`config.mk`:
```
export PLATFORM = sky130hd
export DESIGN_NAME = lv_frame_sequencer
export DESIGN_NICKNAME = d
export VERILOG_FILES = /design/src/rtl/lv_frame_sequencer_pkg.sv /design/src/rtl/lv_run_expander.sv /design/src/rtl/lv_frame_sequencer.sv
export SDC_FILE = /design/constraint.sdc
export NUM_CORES = 1
export LEC_CHECK = 0
export ABC_CLOCK_PERIOD_IN_PS = 28900
export CAP_MARGIN = 5
export CORE_MARGIN = 2
export CORE_UTILIZATION = 55
export CTS_CLUSTER_DIAMETER = 200
export DETAILED_ROUTE_END_ITERATION = 6
export GPL_TIMING_DRIVEN = 0
export HOLD_SLACK_MARGIN = 0.08
export PLACE_DENSITY_LB_ADDON = 0.2
export SLEW_MARGIN = 10
export SYNTH_ARGS = -nofsm -noshare
export SYNTH_HDL_FRONTEND = slang
export SYNTH_SLANG_ARGS = --single-unit
```
`constraint.sdc`:
```
create_clock -name clk -period 28.9 [get_ports clk]
set_input_delay 5.78 -clock clk [delete_from_list [all_inputs] [get_ports clk]]
set_output_delay 5.78 -clock clk [all_outputs]
set_load 0.1 [all_outputs]
```
`src/rtl/lv_frame_sequencer_pkg.sv`:
```
// Shared types and constants for the LinearVisualizer frame sequencer.
// The LV latency default is also used by the LV itself, so both stay in step.
package lv_frame_sequencer_pkg;

  localparam int LV_LATENCY_DEFAULT = 9;

  typedef enum logic [2:0] {
    IDLE,
    WAIT,
    SNAP,
    STREAM,
    PAD,
    DONE
  } seq_state_t;

endpackage

```
`src/rtl/lv_run_expander.sv`:
```
// Snapshots the LV colour/count arrays and expands them run-length style into
// exactly LEDS colour words on a valid/ready stream. Bin 0 sits in the LSBs.
module lv_run_expander #(
  parameter int LEDS    = 50,
  parameter int BIN_QTY = 12,
  parameter int CW      = $clog2(LEDS)
) (
  input  logic                  clk,
  input  logic                  rst,
  input  logic                  i_snap,
  input  logic                  i_stream,
  input  logic                  i_pad,
  input  logic [BIN_QTY*24-1:0] i_rgb,
  input  logic [BIN_QTY*CW-1:0] i_counts,
  input  logic                  i_led_ready,
  output logic [23:0]           o_led_word,
  output logic                  o_led_v,
  output logic                  o_led_last,
  output logic                  o_to_pad,
  output logic                  o_to_done
);

  localparam int IW = $clog2(LEDS + 1);
  localparam int BW = (BIN_QTY > 1) ? $clog2(BIN_QTY) : 1;

  logic [23:0]   r_rgb    [BIN_QTY];
  logic [CW-1:0] r_counts [BIN_QTY];
  logic [BW-1:0] r_bin;
  logic [CW-1:0] r_remaining;
  logic [IW-1:0] r_led_idx;

  logic [BW-1:0] w_next_bin;
  logic          w_run_live;
  logic          w_hs;
  logic          w_last_bin;
  logic          w_run_ends;
  logic          w_advance;

  // A bin with remaining==0 while streaming is a zero-count bubble: no valid word.
  assign w_run_live = (r_remaining != '0);
  assign o_led_v    = i_pad || (i_stream && w_run_live);
  assign o_led_word = (i_stream && w_run_live) ? r_rgb[r_bin] : 24'h000000;
  assign o_led_last = o_led_v && (r_led_idx == IW'(LEDS - 1));
  assign w_hs       = o_led_v && i_led_ready;

  assign w_next_bin = r_bin + BW'(1);
  assign w_last_bin = (r_bin == BW'(BIN_QTY - 1));
  assign w_run_ends = i_stream && (!w_run_live || (w_hs && r_remaining == CW'(1)));
  assign o_to_done  = w_hs && (r_led_idx == IW'(LEDS - 1));
  assign o_to_pad   = w_run_ends && w_last_bin && !o_to_done;
  assign w_advance  = w_run_ends && !w_last_bin && !o_to_done;

  always_ff @(posedge clk or posedge rst) begin
    if (rst) begin
      for (int b = 0; b < BIN_QTY; b++) begin
        r_rgb[b]    <= '0;
        r_counts[b] <= '0;
      end
      r_bin       <= '0;
      r_remaining <= '0;
      r_led_idx   <= '0;
    end else if (i_snap) begin
      for (int b = 0; b < BIN_QTY; b++) begin
        r_rgb[b]    <= i_rgb[b*24 +: 24];
        r_counts[b] <= i_counts[b*CW +: CW];
      end
      r_bin       <= '0;
      r_remaining <= i_counts[CW-1:0];
      r_led_idx   <= '0;
    end else begin
      if (w_hs && r_led_idx != IW'(LEDS))
        r_led_idx <= r_led_idx + IW'(1);
      if (w_advance) begin
        r_bin       <= w_next_bin;
        r_remaining <= r_counts[w_next_bin];
      end else if (w_hs && i_stream) begin
        r_remaining <= r_remaining - CW'(1);
      end
    end
  end

endmodule

```
`src/rtl/lv_frame_sequencer.sv`:
```
// Runs the LV one note frame at a time: accept, strobe lv_start, wait out the
// LV latency, then hand a snapshot of its outputs to the run expander.
module lv_frame_sequencer
  import lv_frame_sequencer_pkg::*;
#(
  parameter int LEDS       = 50,
  parameter int BIN_QTY    = 12,
  parameter int LV_LATENCY = LV_LATENCY_DEFAULT,
  parameter int CW         = $clog2(LEDS)
) (
  input  logic                  clk,
  input  logic                  rst,
  input  logic                  notes_v,
  output logic                  notes_ready,
  output logic                  lv_start,
  input  logic                  lv_data_v,
  input  logic [BIN_QTY*24-1:0] lv_rgb,
  input  logic [BIN_QTY*CW-1:0] lv_counts,
  output logic [23:0]           led_word,
  output logic                  led_v,
  input  logic                  led_ready,
  output logic                  led_last,
  output logic                  frame_done,
  output logic                  busy
);

  localparam int WW = (LV_LATENCY > 2) ? $clog2(LV_LATENCY) : 1;

  seq_state_t    r_state;
  seq_state_t    w_next;
  logic [WW-1:0] r_wait;
  logic          w_accept;
  logic          w_to_pad;
  logic          w_to_done;

  // Acceptance and lv_start are combinational so the LV samples the notes on the accepting edge.
  assign notes_ready = (r_state == IDLE) && !rst;
  assign w_accept    = notes_v && notes_ready;
  assign lv_start    = w_accept;
  assign busy        = (r_state != IDLE);
  assign frame_done  = (r_state == DONE);

  always_ff @(posedge clk or posedge rst) begin
    if (rst) r_state <= IDLE;
    else     r_state <= w_next;
  end

  always_ff @(posedge clk or posedge rst) begin
    if (rst)
      r_wait <= '0;
    else if (w_accept)
      r_wait <= WW'(LV_LATENCY - 1);
    else if (r_state == WAIT && r_wait != '0)
      r_wait <= r_wait - WW'(1);
  end

  always_comb begin
    w_next = r_state;
    case (r_state)
      IDLE:    if (w_accept) w_next = WAIT;
      WAIT:    if (r_wait == '0 && lv_data_v) w_next = SNAP;
      SNAP:    w_next = STREAM;
      STREAM:  if (w_to_done) w_next = DONE;
               else if (w_to_pad) w_next = PAD;
      PAD:     if (w_to_done) w_next = DONE;
      DONE:    w_next = IDLE;
      default: w_next = IDLE;
    endcase
  end

  lv_run_expander #(
    .LEDS    (LEDS),
    .BIN_QTY (BIN_QTY),
    .CW      (CW)
  ) u_expander (
    .clk         (clk),
    .rst         (rst),
    .i_snap      (r_state == SNAP),
    .i_stream    (r_state == STREAM),
    .i_pad       (r_state == PAD),
    .i_rgb       (lv_rgb),
    .i_counts    (lv_counts),
    .i_led_ready (led_ready),
    .o_led_word  (led_word),
    .o_led_v     (led_v),
    .o_led_last  (led_last),
    .o_to_pad    (w_to_pad),
    .o_to_done   (w_to_done)
  );

endmodule

```
==> flow_summary.ini <==
[placement]
detailed_place_hpwl_um = 44000
dp.cells = 2789
portBuffers = 393
finalWeightedCongestion = 0.960

[layout]
layout_common_cells = 1097 x nand2_1, 393 x clkdlybuf4s50_1, 383 x dfrtp_1
fin_cells = 2867
drive_gt1_share_pct = 7.68
layout_commonest_cell = nand2_1
fillers = 2425
ff_latch_area_mm2 = 0.00958
area_growth_pct = 32.8
nNetsFinal = 2762
multiInputGateArea_mm2 = 0.00779

[power]
total_power_mw = 2.52
power.density_mw_per_mm2 = 106
swShare_pct = 39.9
p_leak_nw = 11.3
irDropWorstVdd_uv = 54.0
power_frac_clock_pct = 20.6
power_frac_seq_pct = 38.0
intPower_mw = 1.52
combPwrFrac_pct = 41.4
switching_power_mw = 1.00

[timing]
fin_skew_ps = 15.5
final-max-slew-violation-count = 0
tns_ps = 0
slew_headroom_pct = 27.8
hold_ws_ps = 471
min_period_over_period_pct = 48.3
tightest_slew_ps = 1080
period_minus_slack_ps = 13960
fmax_ghz = 0.0717
timing_hold_violations_final = 0
grt_setup_unrepaired = false
finalSetupViolCount = 0

[route]
via_per_inst = 5.58
drc = 0
dr.pass1.iters = 6
ant_nets = 0
route.vias.total = 16000
top_layer_used = met4
wl_met2_um = 28700
drtIter0Drc = 1351
met3_length_um = 4820
wl_per_cell_um = 20.5
wl_um = 58700
met1_length_um = 22000

[synth]
syn_area_mm2 = 0.0180
yosys_warnings = 0
ys_types = 53
yosys.area.top_type = dfrtp_1
syn_area_per_cell_um2 = 9.21
synth_area_leaders = dfrtp_1 53%, nand2_1 23%, mux4_2 12%, clkbuf_1 2.1%, mux2i_1 1.7%
synthCells = 1951
async_reset_ff_share_pct = 100
yosysSeqAreaShare_pct = 53.3
yosys.area.top_type_share_pct = 53.3
syn-num-nets = 2324
ys.flop_type = dfrtp_1
synth_edf_count = 0
synth-seq-cells = 383

[worst_setup_path]
required_ps = 23120
critPathKind = in2out
path_max_fanout = 7
crit_path_start_kind = input pin
worstPathArrival_ps = 8180
cp-end-kind = primary output

[cts]
path_clk_slew_ps = 60
cts_buffer_depth = 3
cts.sinks = 383
clk_latency_ps = 550
numCtsBuffers = 40
cts_tree = yes
root_buffer = clkbuf_16
cts_resized = 0
hold_buffers = 0
htreeDepth = 2
post_cts_buffers = 0

[global_routing]
grt_max_degree = 118
grt_pass1_wl_um = 89600
grt_pass1_vias = 16500
globalRoute.totalOverflow = 0
grt_usage_pct = 34.9
grt_antenna_before_repair = 4

[min_path]
min_path_type = reg2reg

[run]
drv_cap = 0

[floorplanning]
start_util_pct = 55.5
dieArea_mm2 = 0.0341
die_height_um = 185
die_w_um = 185
core_mm2 = 0.0324
ioPinCount = 395
rows = 66

[status]
status = completed
## cell usage after synthesis, drive strengths merged, types with 3 or more instances
cell,number
nand3b,5
and2,3
a31oi,5
a211oi,5
mux4,92
mux2i,30
a221oi,3
inv,10
nand4,3
o21ai,9
ha,8
a22oi,7
a21oi,38
o211ai,3
nor2,70
clkbuf,103
dfrtp,383
nor2b,3
nand2b,4
xnor2,8
nand3,4
buf,21
and3,3
nor3b,4
nand2,1097
nor3,3
## layer usage
metal  up-vias  track usage [%]
met5         -                0
met4         0             18.0
met3       178             5.64
met2       875             57.8
met1      7778             44.9
li1       7165                -
## sequential cells by signal, indices dropped and copies added, names as in the netlist
| register | cells |
|---|---|
| r_state | 3 |
| u_expander.r_led_idx | 6 |
| u_expander.r_remaining | 6 |
| u_expander.r_rgb | 288 |
| r_wait | 4 |
| u_expander.r_bin | 4 |
| u_expander.r_counts | 72 |
## layout make-up
cell class | instances | area share [%]
well taps | 442 | 2.32
repair buffers | 396 | 16.8
flip-flops and latches | 383 | 40.1
clock buffers | 66 | 4.98
multi-input cells | 1434 | 32.6
diodes | 4 | 0.0419
clock inverters | 8 | 0.514
inverters | 10 | 0.189
plain buffers | 124 | 2.35
## critical path: stages
cell,delay (ps)
clkdlybuf4s50_1,510
nor4_1,280
and2_1,170
clkbuf_1,250
clkdlybuf4s50_1,1190
## worst paths after layout
path / end / slack (ps) / from / cells after the start
setup / recovery: lv_start / 14940 / rst / 5
max in group asynchronous: u_expander.r_rgb[235] / 21670 / rst / 4
min in group asynchronous: u_expander.r_counts[60] / 5760 / rst / 2
hold / removal: u_expander.r_rgb[125] / 470 / u_expander.r_rgb[125] / 2
setup reg to reg: u_expander.r_remaining[4] / 25860 / u_expander.r_bin[1] / 6
hold reg to reg: u_expander.r_rgb[125] / 470 / u_expander.r_rgb[125] / 2
## cells by family after synthesis
logic type,after synthesis,share of synthesized area [%]
AND/OR/NAND/NOR,1212,26.2
AO/OA/AOI/OAI,81,2.83
adder cells (fa/ha/maj),8,0.557
flip-flops,383,53.3
XOR/XNOR,10,0.487
multiplexers,123,13.3
buffers and inverters,134,3.33
## stage by stage
| stage | area, um^2 | worst slack (ps) | util, % |
|---|---|---|---|
| 2_1_floorplan | 18000 | 12480 | - |
| 3_3_place_gp | 22500 | 8320 | 69.4 |
| 3_5_place_dp | 22600 | 14940 | 69.7 |
| 4_1_cts | 23900 | 14940 | 73.7 |
| 5_1_grt | 23900 | 14820 | 73.7 |
| 6_report | 23900 | 14940 | 73.8 |
## power groups by stage
stage | clock network (mW) | logic [mW] | registers [mW]
global route | 0.546 | 1.14 | 0.980
CTS | 0.521 | 1.04 | 0.949
finish | 0.519 | 1.04 | 0.957
global placement | 0 | 0.997 | 0.937
detailed placement | 0 | 1.03 | 0.954
floorplan | 0 | 0.726 | 0.901
No activity file was read; power rests on OpenSTA's default activity.
